[src/rtl/pixel_stream_serializer_if.sv]
// pixel_stream_serializer_if: bundles the frame-BRAM read side and the
// chunked transmit side of the pixel stream serializer.
//   master - the serializer (drives BRAM address and the output chunks)
//   slave  - the environment (BRAM data and packetizer stall)
interface pixel_stream_serializer_if #(
  parameter int PIXEL_W = 8,
  parameter int OUT_W   = 2,
  parameter int ADDR_W  = 24
);
  logic [PIXEL_W-1:0] pixel;
  logic               stall;
  logic [ADDR_W-1:0]  pixel_addr;
  logic               axiov;
  logic [OUT_W-1:0]   axiod;
  logic               frame_done;

  modport master (
    input  pixel, stall,
    output pixel_addr, axiov, axiod, frame_done
  );

  modport slave (
    output pixel, stall,
    input  pixel_addr, axiov, axiod, frame_done
  );
endinterface

[src/rtl/pixel_stream_serializer.sv]
// pixel_stream_serializer: reads pixels from a frame BRAM with READ_LAT
// cycles of read latency and emits each pixel as PIXEL_W/OUT_W chunks of
// OUT_W bits, either LSB chunk first or MSB chunk first. The next pixel is
// prefetched so that consecutive pixels stream without gaps; a stall from
// the packetizer pauses the stream at the next pixel boundary and the
// stream later resumes at the next unsent pixel.
//
// Optional build macro PIXEL_SERIALIZER_STATS_EN adds the pixels_sent and
// frames_sent counter outputs.
module pixel_stream_serializer #(
  parameter int PIXEL_W      = 8,
  parameter int OUT_W        = 2,
  parameter int READ_LAT     = 2,      // 0 .. CHUNKS-1
  parameter int ADDR_W       = 24,
  parameter int FRAME_PIXELS = 76800,
  parameter int LSB_FIRST    = 1
) (
  input  logic                     clk,
  input  logic                     rst,
  pixel_stream_serializer_if.master bus
`ifdef PIXEL_SERIALIZER_STATS_EN
  ,
  output logic [31:0]              pixels_sent,
  output logic [15:0]              frames_sent
`endif
);

  localparam int CHUNKS    = PIXEL_W / OUT_W;
  localparam int PRIME_CYC = (READ_LAT > 1) ? READ_LAT : 1;
  // Chunk index during which the prefetched address must already be on the
  // BRAM so that its data arrives exactly in the last-chunk cycle.
  localparam int PF_IDX    = CHUNKS - 1 - READ_LAT;
  localparam int IDX_W     = (CHUNKS > 1) ? $clog2(CHUNKS) : 1;
  localparam int CNT_W     = (PRIME_CYC > 1) ? $clog2(PRIME_CYC) : 1;

  localparam logic [IDX_W-1:0]  IDX_LAST     = IDX_W'(CHUNKS - 1);
  localparam logic [IDX_W-1:0]  IDX_PF_PREV  = IDX_W'((PF_IDX > 0) ? PF_IDX - 1 : 0);
  localparam logic [IDX_W-1:0]  IDX_PRE_LAST = IDX_W'((CHUNKS > 1) ? CHUNKS - 2 : 0);
  localparam logic [CNT_W-1:0]  CNT_LAST     = CNT_W'(PRIME_CYC - 1);
  localparam logic [ADDR_W-1:0] ADDR_LAST    = ADDR_W'(FRAME_PIXELS - 1);

  typedef enum logic [1:0] {
    IDLE  = 2'd0,
    PRIME = 2'd1,
    SHIFT = 2'd2
  } state_t;

  state_t             r_state;
  logic [CNT_W-1:0]   r_prime_cnt;
  logic [IDX_W-1:0]   r_idx;
  logic [PIXEL_W-1:0] r_shift;      // chunks not yet placed on axiod
  logic [ADDR_W-1:0]  r_addr;
  logic               r_last_pix;   // pixel on the wire is FRAME_PIXELS-1
  logic               r_axiov;
  logic [OUT_W-1:0]   r_axiod;
  logic               r_frame_done;

  logic               w_at_last;
  logic               w_prime_done;
  logic               w_load;
  logic               w_addr_step;
  logic               w_enter_last;
  logic               w_cur_last;
  logic [ADDR_W-1:0]  w_next_addr;
  logic [OUT_W-1:0]   w_first_chunk;
  logic [OUT_W-1:0]   w_next_chunk;
  logic [PIXEL_W-1:0] w_load_rest;
  logic [PIXEL_W-1:0] w_shift_rest;

  // Boundary and load conditions.
  assign w_at_last    = (r_state == SHIFT) && (r_idx == IDX_LAST);
  assign w_prime_done = (r_state == PRIME) && (r_prime_cnt == CNT_LAST);
  assign w_load       = w_prime_done || (w_at_last && !bus.stall);

  // Address advance: one step per pixel, timed so the BRAM data lands in the
  // last-chunk cycle. With maximum latency the step coincides with the load.
  assign w_addr_step  = (PF_IDX > 0) ? ((r_state == SHIFT) && (r_idx == IDX_PF_PREV))
                                     : w_load;
  assign w_next_addr  = (r_addr == ADDR_LAST) ? '0 : r_addr + 1'b1;

  // The address register still names the current pixel on its step edge, so
  // that edge is where we learn whether this pixel closes the frame.
  assign w_enter_last = (CHUNKS > 1) ? ((r_state == SHIFT) && (r_idx == IDX_PRE_LAST))
                                     : w_load;
  assign w_cur_last   = w_addr_step ? (r_addr == ADDR_LAST) : r_last_pix;

  // Chunk selection: the shift register moves the next chunk to the end
  // that feeds axiod, so chunk order is fixed purely by shift direction.
  assign w_first_chunk = (LSB_FIRST != 0) ? bus.pixel[OUT_W-1:0]
                                          : bus.pixel[PIXEL_W-1 -: OUT_W];
  assign w_load_rest   = (LSB_FIRST != 0) ? (bus.pixel >> OUT_W) : (bus.pixel << OUT_W);
  assign w_next_chunk  = (LSB_FIRST != 0) ? r_shift[OUT_W-1:0]
                                          : r_shift[PIXEL_W-1 -: OUT_W];
  assign w_shift_rest  = (LSB_FIRST != 0) ? (r_shift >> OUT_W) : (r_shift << OUT_W);

  // Control FSM with registered outputs: IDLE -> PRIME -> SHIFT, back to
  // IDLE only when a stall is seen in the last-chunk cycle.
  // NOTE: every register here uses <= so all of them update from the same
  // pre-edge values; a blocking = would let later lines see new values.
  always_ff @(posedge clk or posedge rst) begin
    if (rst) begin
      r_state      <= IDLE;
      r_prime_cnt  <= '0;
      r_idx        <= '0;
      r_shift      <= '0;
      r_addr       <= '0;
      r_last_pix   <= 1'b0;
      r_axiov      <= 1'b0;
      r_axiod      <= '0;
      r_frame_done <= 1'b0;
    end else begin
      r_frame_done <= w_enter_last && w_cur_last;

      if (w_addr_step) begin
        r_addr     <= w_next_addr;
        r_last_pix <= (r_addr == ADDR_LAST);
      end

      if (w_load) begin
        r_state <= SHIFT;
        r_idx   <= '0;
        r_shift <= w_load_rest;
        r_axiod <= w_first_chunk;
        r_axiov <= 1'b1;
      end else begin
        case (r_state)
          IDLE: begin
            r_axiov <= 1'b0;
            r_axiod <= '0;
            if (!bus.stall) begin
              r_state     <= PRIME;
              r_prime_cnt <= '0;
            end
          end
          PRIME: begin
            r_prime_cnt <= r_prime_cnt + 1'b1;
          end
          SHIFT: begin
            if (w_at_last) begin
              // Only reached with stall=1: finish this pixel, then pause.
              r_state <= IDLE;
              r_idx   <= '0;
              r_axiov <= 1'b0;
              r_axiod <= '0;
            end else begin
              r_idx   <= r_idx + 1'b1;
              r_axiod <= w_next_chunk;
              r_shift <= w_shift_rest;
            end
          end
          default: begin
            r_state <= IDLE;
            r_axiov <= 1'b0;
            r_axiod <= '0;
          end
        endcase
      end
    end
  end

  assign bus.pixel_addr = r_addr;
  assign bus.axiov      = r_axiov;
  assign bus.axiod      = r_axiod;
  assign bus.frame_done = r_frame_done;

`ifdef PIXEL_SERIALIZER_STATS_EN
  logic [31:0] r_pixels_sent;
  logic [15:0] r_frames_sent;

  // Completed-pixel and completed-frame counters; both wrap freely.
  always_ff @(posedge clk or posedge rst) begin
    if (rst) begin
      r_pixels_sent <= '0;
      r_frames_sent <= '0;
    end else begin
      if (w_at_last) begin
        r_pixels_sent <= r_pixels_sent + 32'd1;
      end
      if (r_frame_done) begin
        r_frames_sent <= r_frames_sent + 16'd1;
      end
    end
  end

  assign pixels_sent = r_pixels_sent;
  assign frames_sent = r_frames_sent;
`endif

endmodule

[src/flat_wrapper.sv]
// flat-port wrapper written by rule: the top's interface ports become plain ports
module pixel_stream_serializer_flat 
#(
  parameter int PIXEL_W      = 8,
  parameter int OUT_W        = 2,
  parameter int READ_LAT     = 2,                      
  parameter int ADDR_W       = 24,
  parameter int FRAME_PIXELS = 76800,
  parameter int LSB_FIRST    = 1
)
  (clk, rst, bus_pixel, bus_stall, bus_pixel_addr, bus_axiov, bus_axiod, bus_frame_done);
  pixel_stream_serializer_if #(.PIXEL_W(PIXEL_W), .OUT_W(OUT_W), .ADDR_W(ADDR_W)) bus_i ();
  input  logic clk;
  input  logic rst;
  input wire logic [$bits(bus_i.pixel)-1:0] bus_pixel;
  input wire logic [$bits(bus_i.stall)-1:0] bus_stall;
  output wire logic [$bits(bus_i.pixel_addr)-1:0] bus_pixel_addr;
  output wire logic [$bits(bus_i.axiov)-1:0] bus_axiov;
  output wire logic [$bits(bus_i.axiod)-1:0] bus_axiod;
  output wire logic [$bits(bus_i.frame_done)-1:0] bus_frame_done;
  assign bus_i.pixel = bus_pixel;
  assign bus_i.stall = bus_stall;
  assign bus_pixel_addr = bus_i.pixel_addr;
  assign bus_axiov = bus_i.axiov;
  assign bus_axiod = bus_i.axiod;
  assign bus_frame_done = bus_i.frame_done;
  pixel_stream_serializer #(.PIXEL_W(PIXEL_W), .OUT_W(OUT_W), .READ_LAT(READ_LAT), .ADDR_W(ADDR_W), .FRAME_PIXELS(FRAME_PIXELS), .LSB_FIRST(LSB_FIRST)) u_core (.clk(clk), .rst(rst), .bus(bus_i));
endmodule
[config.mk]
export PLATFORM = sky130hd
export DESIGN_NAME = pixel_stream_serializer_flat
export DESIGN_NICKNAME = d
export VERILOG_FILES = /design/src/rtl/pixel_stream_serializer_if.sv /design/src/rtl/pixel_stream_serializer.sv /design/src/flat_wrapper.sv
export SDC_FILE = /design/constraint.sdc
export NUM_CORES = 1
export LEC_CHECK = 0
export ABC_CLOCK_PERIOD_IN_PS = 2800
export BUFFER_PORTS_ARGS = -buffer_cell sky130_fd_sc_hd__buf_2
export CAP_MARGIN = 10
export CORE_ASPECT_RATIO = 0.7
export CORE_MARGIN = 1.5
export CORE_UTILIZATION = 25
export CTS_CLUSTER_SIZE = 30
export DETAILED_ROUTE_END_ITERATION = 6
export HOLD_SLACK_MARGIN = 0.08
export RECOVER_POWER = 100
export SYNTH_ARGS = -nofsm -noshare
export SYNTH_HDL_FRONTEND = slang
export SYNTH_SLANG_ARGS = --single-unit
[constraint.sdc]
create_clock -name clk -period 2.8 [get_ports clk]
set_input_delay 0.28 -clock clk [delete_from_list [all_inputs] [get_ports clk]]
set_output_delay 0.28 -clock clk [all_outputs]
set_load 0.01 [all_outputs]
# Word-level counts from Yosys, hierarchy flattened
# Cells that the tools add are included.
# totals
ff_bits,42
in_bits,11
output_inout_bits,28
# op_classes
add_sub_neg,3
eq_ne,10
muxes,20
bitwise,1
n_reduce_logical,16
# ops
cell,count
"adder 24 x 1 -> 24 bit, second input constant",1
"== test 24 x 17 -> 1 bit, second input constant",1
2-to-1 mux 24 bit,1
2-to-1 mux 8 bit,3
2-to-1 mux 2 bit,8
"== test 2 bit, second input constant",3
logical AND 1 bit,6
case mux 2 bit (3 select lines),1
AND reduction 3 bit,2
zero test 2 bit,2
2-to-1 mux 1 bit,4
"inequality test 2 bit, second input constant",2
case mux 1 bit (2 select lines),2
case mux 2 bit (2 select lines),1
AND reduction 2 bit,2
nonzero test 2 bit,2
"inequality test 3 x 1 -> 1 bit, second input constant",1
"inequality test 3 x 2 -> 1 bit, second input constant",1
"adder 2 x 1 -> 2 bit, second input constant",1
"== test 2 x 1 -> 1 bit, second input constant",1
"inequality test 2 x 1 -> 1 bit, second input constant",1
"adder 1 bit, second input constant",1
zero test 1 bit,1
logical OR 1 bit,1
inverter 1 bit,1

# Depth between registers and ports, before layout
# Gate-level depths: netlist of the first run.
# depth
depth_word,6
ltp_mapped,6

# Worst setup path before layout of the first run
# Ideal clock, no wire load.
# synth_path
path_type,reg2reg
from,register u_core.r_idx[0]
to,register u_core.r_addr[13] (netlist: u_core.bus.pixel_addr[13])
setup_time_ns,0.073
arrival_time_ns,1.868
required_time_ns,2.727
slack_ns,0.859
path_stages_with_launch,7
synth_period_minus_slack_ns,1.941
path_cell_list,dfrtp_1 inv_1 ha_1 nand4_4 or4_4 or3_1 a21oi_2
# synth_via
elab_chain_len,2
# synth_rtl
element,line_no,text
"start, declared",pixel_stream_serializer.sv:50,logic [IDX_W-1:0] r_idx;
"start signal, assigned",pixel_stream_serializer.sv:146,r_idx <= r_idx + 1'b1;
zero test 2 bit,pixel_stream_serializer.sv:77,assign w_addr_step = (PF_IDX > 0) ? ((r_state == SHIFT) && (r_idx == IDX_PF_PREV))
logical AND 1 bit,pixel_stream_serializer.sv:77,
"end signal, assigned",pixel_stream_serializer.sv:115,r_addr <= w_next_addr;
"end, declared",pixel_stream_serializer.sv:52,logic [ADDR_W-1:0] r_addr;
# Every way passes these cells.
# A chain may end at the register's enable or synchronous reset.

# Final worst setup path of the first run
# layout_path
from,register u_core.r_idx[0]
to,register u_core.r_addr[18] (netlist: u_core.bus.pixel_addr[18])
# Same word-level chain as after synthesis.

==> run metrics, run 1 <==
status finished with violations; failing checks max-capacitance violations, max-slew violations; Synth Instances approximately 180; IO Port Bufs 38; DR iter-0 viols 78; Routed WL roughly 4.4 mm; CTS tree yes; CTS buffer count 5; Gate power share 0.233; Via-to-Cell Ratio 4.63; Pleak 0.00105 uW; Nets 243; Startpoint Class register; CTS Sinks 40; register area share after synthesis 0.507; layout cells sized above 1 0.0917; final core occ 0.316; Total Power around 1900 uW; worst-path cell with the longest stage delay nor4_2; Die H 77.4 microns; area of the core around 0.0075 sq mm; final hold vios 0; most numerous cell in the Yosys netlist dfrtp_1; fin crit share 0.805; placed cell areas approximately 0.0023 sq mm; Sw Pwr 597 uW; Yosys top cell area share 0.507; CP bufs+invs 1; normalized max-slew margin -0.411; data required time of the worst path about 3 ns; vias in the first global route 1377; clk_lat worst skew around 0.28 ns; # rows 26; Max stage delay on crit path 0.76 ns; Min-Delay Path Class in -> reg; Max Slew Vio Count 41; Antenna diodes 0; Post-CTS Hold Buffers 0; drt drc 0; Area contributors post-synth dfrtp_1 51%, xnor2_1 7.1%, nand2_1 3.2%; Mapped Nets slightly below 200; maximum clock frequency 444 MHz; switching share of power 0.315; measured slew at the worst slew-check pin 2.12 ns; GRT Total Usage 0.111; IO Pins 39; post-DP HPWL between 3 and 4 mm; clk slew on worst S/H paths 0.06 ns; Die W ~110 microns; cell taking the most area after synthesis dfrtp_1; Seq pwr share 0.429; distinct cell type count after synthesis 40; area grow syn2layout 19.5%; largest net degree at the start of global routing 41; average cell area after synthesis 10.7 sq um; GR Overflow Total 0; skew final 0.00566 ns; Top delay family on crit path simple AND/OR/NAND/NOR gates; Fin Hold WS 0.210 ns; most instantiated cells after synthesis 40 x dfrtp_1, 17 x nand2_1, 16 x xnor2_1; yosys warns 0; RSZ-0062 raised after global routing false; setup violators final 0; pwr dens 802 mW/mm^2; GPL Wtd Cong 0.790; maxcap violations 1; Starting Density 0.264; ys flop type dfrtp_1; cell chain of the critical path inv_1 -> ha_1 -> nand3b_1 -> nor4_2 -> nand4_1 -> xnor2_1; antenna violations before repair 0; DRT antenna net count 0; PostCTS Resize Cnt 0; vias 1515; async set-reset flop share out of synthesis 1.00; TNS Setup 0 ns; Post CTS Setup Buffer Count 0; #FFs+latches synth 40; post-DR wirelength/cell 13.4 microns; Clock power frac 0.337; Pint 1300 uW; fin area 0.00236 sq mm; H-tree levels 2; Die ar. 0.00845 sq mm; final worst path period need between 2 and 2.5 ns; worst-path maximum fanout 8; arrival time at the worst endpoint 2.42 ns; Mapped Area 0.00198 sq mm; first-pass GRT wire length 7.18 mm; DRT Pass-1 Iters 6; VDD IR-drop max 0.253 mV; crit path kind reg -> reg; root buf cell clkbuf_16; EDFF count, synth 0; CTS max path bufs 2; Critical Path End Type register
==> flip-flops by register name (all words and copies together), names as in the netlist <==
signal                 flops
u_core.r_prime_cnt         1
u_core.bus.pixel_addr     24
u_core.r_state             2
u_core.bus.frame_done      1
u_core.r_idx               2
u_core.bus.axiod           2
u_core.bus.axiov           1
u_core.r_last_pix          1
u_core.r_shift             6
==> power by group through the flow <==
stage	Clock [uW]	Combinational [uW]	Sequential, uW
5_1_grt	683	500	836
4_1_cts	653	487	823
3_3_place_gp	0	472	830
2_1_floorplan	0	349	822
3_5_place_dp	0	482	833
6_report	639	442	813
==> stage by stage <==
| stage | worst slack, ns | std cells |
|---|---|---|
| CTS | 0.661 | 327 |
| detailed placement | 0.696 | 319 |
| global placement | 0.743 | 319 |
| global route | 0.304 | 327 |
| finish | 0.547 | 327 |
| floorplan | 0.859 | 184 |
==> layout make-up <==
| type | count | area [sq um] |
|---|---|---|
| Clock inverter | 2 | 35.0 |
| Timing Repair Buffer | 40 | 163 |
| Sequential cell | 40 | 1000 |
| Fill cell | 791 | 5120 |
| Tap cell | 98 | 123 |
| Inverter | 12 | 45.0 |
| Multi-Input combinational cell | 129 | 866 |
| Clock buffer | 6 | 129 |
==> path summary, 6_finish.rpt <==
kind	slack [ns]	cells past startpoint	to	from
worst max-delay path	0.55	6	u_core.bus.pixel_addr[18]	u_core.r_idx[0]
worst min-delay path	0.21	3	u_core.r_shift[5]	bus_pixel[7]
worst max register to register	0.55	6	u_core.bus.pixel_addr[18]	u_core.r_idx[0]
worst min register to register	0.48	1	u_core.r_shift[3]	u_core.r_shift[3]
max in group asynchronous	0.83	3	u_core.bus.pixel_addr[0]	rst
min in group asynchronous	0.76	3	u_core.bus.axiov	rst
==> worst min-delay path, delay by kind of cell <==
family          cells  cell delay [ns]
buf+inv             1             0.08
compound gates      1             0.06
simple gates        1             0.04
==> logic make-up (layout without fill, tap and decap cells) <==
| family | Yosys count | in the layout | synth area share |
|---|---|---|---|
| adder cells (fa/ha/maj) | 4 | 4 | 0.0253 |
| buffers and inverters | 15 | 60 | 0.0310 |
| AND/OR/NAND/NOR | 72 | 72 | 0.231 |
| AO/OA/AOI/OAI | 33 | 33 | 0.117 |
| flip-flops | 40 | 40 | 0.507 |
| multiplexers | 2 | 2 | 0.0101 |
| XOR/XNOR | 18 | 18 | 0.0798 |
==> cells in the final DEF (no fill, tap or decap), types with 2 or more instances in the layout <==
cell type / instances
xor2_1: 2
dfrtp_1: 40
clkbuf_1: 31
nor4b_1: 3
a22o_1: 5
nand3_1: 4
nor3_1: 4
inv_1: 12
nor2_1: 13
nor4_1: 4
a222oi_1: 2
or3_1: 3
a21oi_1: 4
o21ai_0: 10
nand2_1: 17
a21o_1: 5
nand4_1: 11
xnor2_1: 16
nand2b_1: 3
clkbuf_16: 5
ha_1: 4
buf_2: 10
or4_1: 2
mux2i_1: 2
==> routing by layer <==
metal  global-route usage  share of wire
met5                    0              0
met4               0.0429          0.016
met3               0.0269          0.038
met2                0.149           0.42
met1                0.167           0.53
(Power assumes the default switching activity.)
==> inputs of run 2 (changes only) <==
- ABC_CLOCK_PERIOD_IN_PS: 2800 -> 2100
- clock period: 2.8 -> 2.1 ns (I/O delays scaled with it)
==> run metrics, run 2 (synthesized netlist as in run 1, its figures left out) <==
status finished, final reports clean; IO Port Bufs 38 (unchanged); GR Overflow Total 0 (unchanged); maxcap violations 0 (-1); Nets 252 (+3.7%); arrival time at the worst endpoint 2.16 ns (-0.26 ns); area of the core 0.00748 sq mm (unchanged); CTS tree yes; final worst path period need 1.96 ns (-0.293 ns); data required time of the worst path 2.30 ns (-0.66 ns); skew final 0.00778 ns (+0.00212 ns); Via-to-Cell Ratio 4.61 (-0.43%); Max stage delay on crit path 0.54 ns (-0.22 ns); CP bufs+invs 1 (unchanged); DRT Pass-1 Iters 5 (-1); Gate power share 0.249 (+0.016); CTS max path bufs 2 (unchanged); measured slew at the worst slew-check pin 0.986 ns (-1.13 ns); Antenna diodes 0 (unchanged); CTS buffer count 5 (unchanged); VDD IR-drop max 0.359 mV (+42%); drt drc 0 (unchanged); largest net degree at the start of global routing 41 (unchanged); fin area 0.00245 sq mm (+3.6%); commonest non-fill, non-tap cells in the layout 40 x dfrtp_1, 31 x clkbuf_1, 17 x nand2_1, 16 x xnor2_1, 13 x nor2_1; Max Slew Vio Count 0 (-100%); pwr dens 1070 mW/mm^2 (+34%); setup violators final 0 (unchanged); first-pass GRT wire length 7.47 mm (+4.0%); worst-path maximum fanout 4 (-4); commonest non-fill, non-tap cell in the layout dfrtp_1; Starting Density 0.264 (unchanged); antenna violations before repair 0 (unchanged); normalized max-slew margin 0.343 (+0.754); Pint 1800 uW (+39%); Startpoint Class register; cell chain of the critical path inv_1 -> ha_2 -> nand4_1 -> or4_1 -> or3_1 -> a21oi_1; Clock power frac 0.340 (+0.003); Largest register FFs 24 (unchanged); worst-path cell with the longest stage delay or4_1; Die ar. 0.00845 sq mm (unchanged); Seq pwr share 0.411 (-0.018); crit path kind reg -> reg; area grow syn2layout 23.8%; DRT antenna net count 0 (unchanged); final core occ 0.327 (+0.0114); Routed WL 4.51 mm (+2.5%); clk_lat worst skew 0.28 ns (about the same); GRT Total Usage 0.114 (+0.00309); layout cells sized above 1 0.130 (+0.0385); switching share of power 0.314 (-0.00110); fin crit share 0.933 (+0.129); GPL Wtd Cong 0.783 (-0.86%); DR iter-0 viols 102 (+31%); # rows 26 (unchanged); Die W 109 microns (unchanged); Pleak 0.00111 uW (+5.5%); IO Pins 39 (unchanged); Min-Delay Path Class in -> reg; Die H 77.4 microns (unchanged); Top delay family on crit path simple AND/OR/NAND/NOR gates; final hold vios 0 (unchanged); Critical Path End Type register; fillers 787 (-0.51%); root buf cell clkbuf_16; Sw Pwr 825 uW (+38%); clk slew on worst S/H paths 0.06 ns (about the same); Post CTS Setup Buffer Count 0 (unchanged); placed cell areas 0.00235 sq mm (+2.6%); TNS Setup 0 ns (unchanged); vias 1550 (+2.3%); RSZ-0062 raised after global routing false; CTS Sinks 40 (unchanged); maximum clock frequency 510 MHz (+15%); post-DP HPWL 3.33 mm (+3.7%); vias in the first global route 1502 (+9.1%); post-DR wirelength/cell 13.4 microns (-0.24%); H-tree levels 2 (unchanged)
run 2: cell type report:
cell class | count | area [sq um] | area share
clock buffer | 6 | 139 | 0.0568
sequential | 40 | 1000 | 0.409
tap | 98 | 123 | 0.0501
clock inverter | 2 | 38.8 | 0.0159
multi-input combinational | 129 | 881 | 0.360
timing repair buffer | 49 | 219 | 0.0895
inverter | 12 | 45.0 | 0.0184
run 2: repair_timing:
item                                    in CTS  in global routing
hold endpoints to repair                    40                  0
gates resized for setup                      0                  1
endpoints found under the setup margin       0                  1
hold buffers                                 1                  0
run 2: path summary, 6_finish.rpt:
check                                   from                        end  slack [ns]  depth (start not counted)
max reg2reg                  u_core.r_idx[0]  u_core.bus.pixel_addr[13]        0.14                          6
min reg2reg                u_core.r_shift[2]          u_core.r_shift[2]        0.48                          1
max                          u_core.r_idx[0]  u_core.bus.pixel_addr[13]        0.14                          6
min                             bus_pixel[7]          u_core.r_shift[5]        0.15                          3
min in group asynchronous                rst          u_core.r_state[1]        0.78                          4
max in group asynchronous                rst            u_core.r_idx[0]        0.71                          4
run 2: through the flow:
stage | worst slack, ns | power, uW | hold slack [ns] | cells
floorplan | 0.159 | 1560 | 0.327 | 184
global placement | 0.163 | 1800 | 0.361 | 327
detailed placement | 0.113 | 1830 | 0.370 | 327
CTS | 0.100 | 2730 | 0.156 | 336
global route | 0.0405 | 2800 | 0.170 | 336
finish | 0.140 | 2630 | 0.151 | 336
run 2: power groups by stage:
| stage | logic [uW] | registers [uW] | clock network, uW |
|---|---|---|---|
| 6_report | 655 | 1080 | 892 |
| 5_1_grt | 752 | 1100 | 953 |
| 4_1_cts | 733 | 1090 | 912 |
| 3_5_place_dp | 728 | 1100 | 0 |
| 3_3_place_gp | 703 | 1100 | 0 |
| 2_1_floorplan | 465 | 1100 | 0 |
run 2: per-layer routing:
layer / track usage / up-vias / routed length, microns
li1: - / 764 / -
met1: 0.172 / 742 / 2310
met2: 0.154 / 37 / 1920
met3: 0.0261 / 7 / 210
met4: 0.0429 / 0 / 63
met5: 0 / - / 0
run 2: tightest hold or removal path, cell delays in order:
cell and delay, ns:
buf_2 0.08, nand2_1 0.03, o21ai_0 0.06
==> inputs of run 3 (changes only) <==
==> constraint.sdc (replaced) <==
create_clock -name clk -period 2.1 [get_ports clk]
set_input_delay 0.21 -clock clk [delete_from_list [all_inputs] [get_ports clk]]
set_output_delay 0.21 -clock clk [all_outputs]
set_load 0.02 [all_outputs]
==> run metrics, run 3 (synthesized netlist as in run 1, its figures left out) <==
GPL Wtd Cong 0.783 (unchanged); Critical Path End Type register; commonest non-fill, non-tap cell in the layout dfrtp_1; area of the core 0.00748 sq mm (unchanged); # rows 26 (unchanged); worst-path cell with the longest stage delay or4_1; worst-path maximum fanout 4 (unchanged); arrival time at the worst endpoint 2.16 ns (about the same); DRT Pass-1 Iters 5 (unchanged); layout cells sized above 1 0.130 (unchanged); Via-to-Cell Ratio 4.61 (unchanged); Routed WL 4.51 mm (about the same); crit path kind reg -> reg; Die W 109 microns (unchanged); Post-Place Cells 327 (unchanged); Pleak 0.00111 uW (about the same); clk slew on worst S/H paths 0.06 ns (about the same); Startpoint Class register; fillers 784 (-0.38%); vias in the first global route 1502 (unchanged); Fin Hold WS 0.151 ns (unchanged); fin crit share 0.933 (about the same); largest net degree at the start of global routing 41 (unchanged); H-tree levels 2 (unchanged); vias 1550 (unchanged); cell chain of the critical path inv_1 -> ha_2 -> nand4_1 -> or4_1 -> or3_1 -> a21oi_1; skew final 0.00778 ns (unchanged); DRT antenna net count 0 (unchanged); measured slew at the worst slew-check pin 0.986 ns (unchanged); fin area 0.00245 sq mm (+0.10%); CTS buffer count 5 (unchanged); post-DR wirelength/cell 13.4 microns (about the same); Max Slew Vio Count 0 (unchanged); IO Pins 39 (unchanged); Post CTS Setup Buffer Count 0 (unchanged); pwr dens 1090 mW/mm^2 (+2.0%); GR Overflow Total 0 (unchanged); first-pass GRT wire length 7.47 mm (unchanged); maximum clock frequency 511 MHz (about the same); Max stage delay on crit path 0.54 ns (about the same); RSZ-0062 raised after global routing false; placed cell areas 0.00235 sq mm (unchanged); final worst path period need 1.96 ns (-0.00150 ns); TNS Setup 0 ns (unchanged); Antenna diodes 0 (unchanged); status finished, final reports clean; CTS max path bufs 2 (unchanged); Total Power 2680 uW (+2.1%); Starting Density 0.264 (unchanged); final hold vios 0 (unchanged); Min-Delay Path Class in -> reg; Die H 77.4 microns (unchanged); GRT Total Usage 0.114 (unchanged); Largest register FFs 24 (unchanged); Cell Count, Final, Fillers Out 336 (unchanged); IO Port Bufs 38 (unchanged); DR iter-0 viols 102 (unchanged); clk_lat worst skew 0.28 ns (about the same); CTS tree yes; Die ar. 0.00845 sq mm (unchanged); post-DP HPWL 3.33 mm (unchanged); commonest non-fill, non-tap cells in the layout 40 x dfrtp_1, 31 x clkbuf_1, 17 x nand2_1, 16 x xnor2_1, 13 x nor2_1; root buf cell clkbuf_16; data required time of the worst path 2.30 ns (about the same); maxcap violations 0 (unchanged); antenna violations before repair 0 (unchanged); Nets 252 (unchanged); drt drc 0 (unchanged); normalized max-slew margin 0.343 (unchanged); VDD IR-drop max 0.359 mV (about the same); CTS Sinks 40 (unchanged); area grow syn2layout 23.9%; setup violators final 0 (unchanged)
run 3: path summary, 6_finish.rpt:
path                                        start                         to  slack, ns  cells past startpoint
worst max-delay path              u_core.r_idx[0]  u_core.bus.pixel_addr[13]       0.14                      6
worst min-delay path                 bus_pixel[7]          u_core.r_shift[5]       0.15                      3
worst max register to register    u_core.r_idx[0]  u_core.bus.pixel_addr[13]       0.14                      6
worst min register to register  u_core.r_shift[2]          u_core.r_shift[2]       0.48                      1
max in group asynchronous                     rst            u_core.r_idx[0]       0.71                      4
min in group asynchronous                     rst          u_core.r_state[1]       0.78                      4
run 3: repair_timing:
action	CTS	global route
endpoints found under the setup margin	0	1
hold buffers	1	0
gates resized for setup	0	1
endpoints found under the hold margin	40	0
run 3: routing by layer:
layer / track usage / part of all wire / up-vias
met5: 0 / 0 / -
met3: 0.0261 / 0.047 / 7
met4: 0.0429 / 0.014 / 0
li1: - / - / 764
met1: 0.172 / 0.51 / 742
met2: 0.154 / 0.43 / 37
run 3: layout make-up:
type | count | area [sq um] | area share
Timing Repair Buffer | 49 | 221 | 0.0904
Sequential cell | 40 | 1000 | 0.409
Clock inverter | 2 | 38.8 | 0.0158
Multi-Input combinational cell | 129 | 881 | 0.360
Clock buffer | 6 | 139 | 0.0567
Inverter | 12 | 45.0 | 0.0184
Tap cell | 98 | 123 | 0.0501
run 3: metrics by stage:
stage / util / setup slack, ns
6_report: 0.327 / 0.142
4_1_cts: 0.339 / 0.100
3_5_place_dp: 0.314 / 0.113
3_3_place_gp: 0.314 / 0.163
5_1_grt: 0.327 / 0.0431
2_1_floorplan: - / 0.154
run 3: power by group:
part | switching (uW) | leakage (uW) | internal (uW) | total (uW)
Clock | 297 | 0.0000871 | 595 | 892
Sequential | 150 | 0.000536 | 930 | 1080
Combinational | 428 | 0.000487 | 282 | 710
run 3: critical path, delay by kind of cell (launching register included):
| family | cells | cell delay [ns] |
|---|---|---|
| buffers and inverters | 1 | 0.11 |
| DFF | 1 | 0.41 |
| AOI/OAI and AO/OA | 1 | 0.15 |
| adders and majority gates | 1 | 0.20 |
| and+or+nand+nor | 3 | 1.02 |
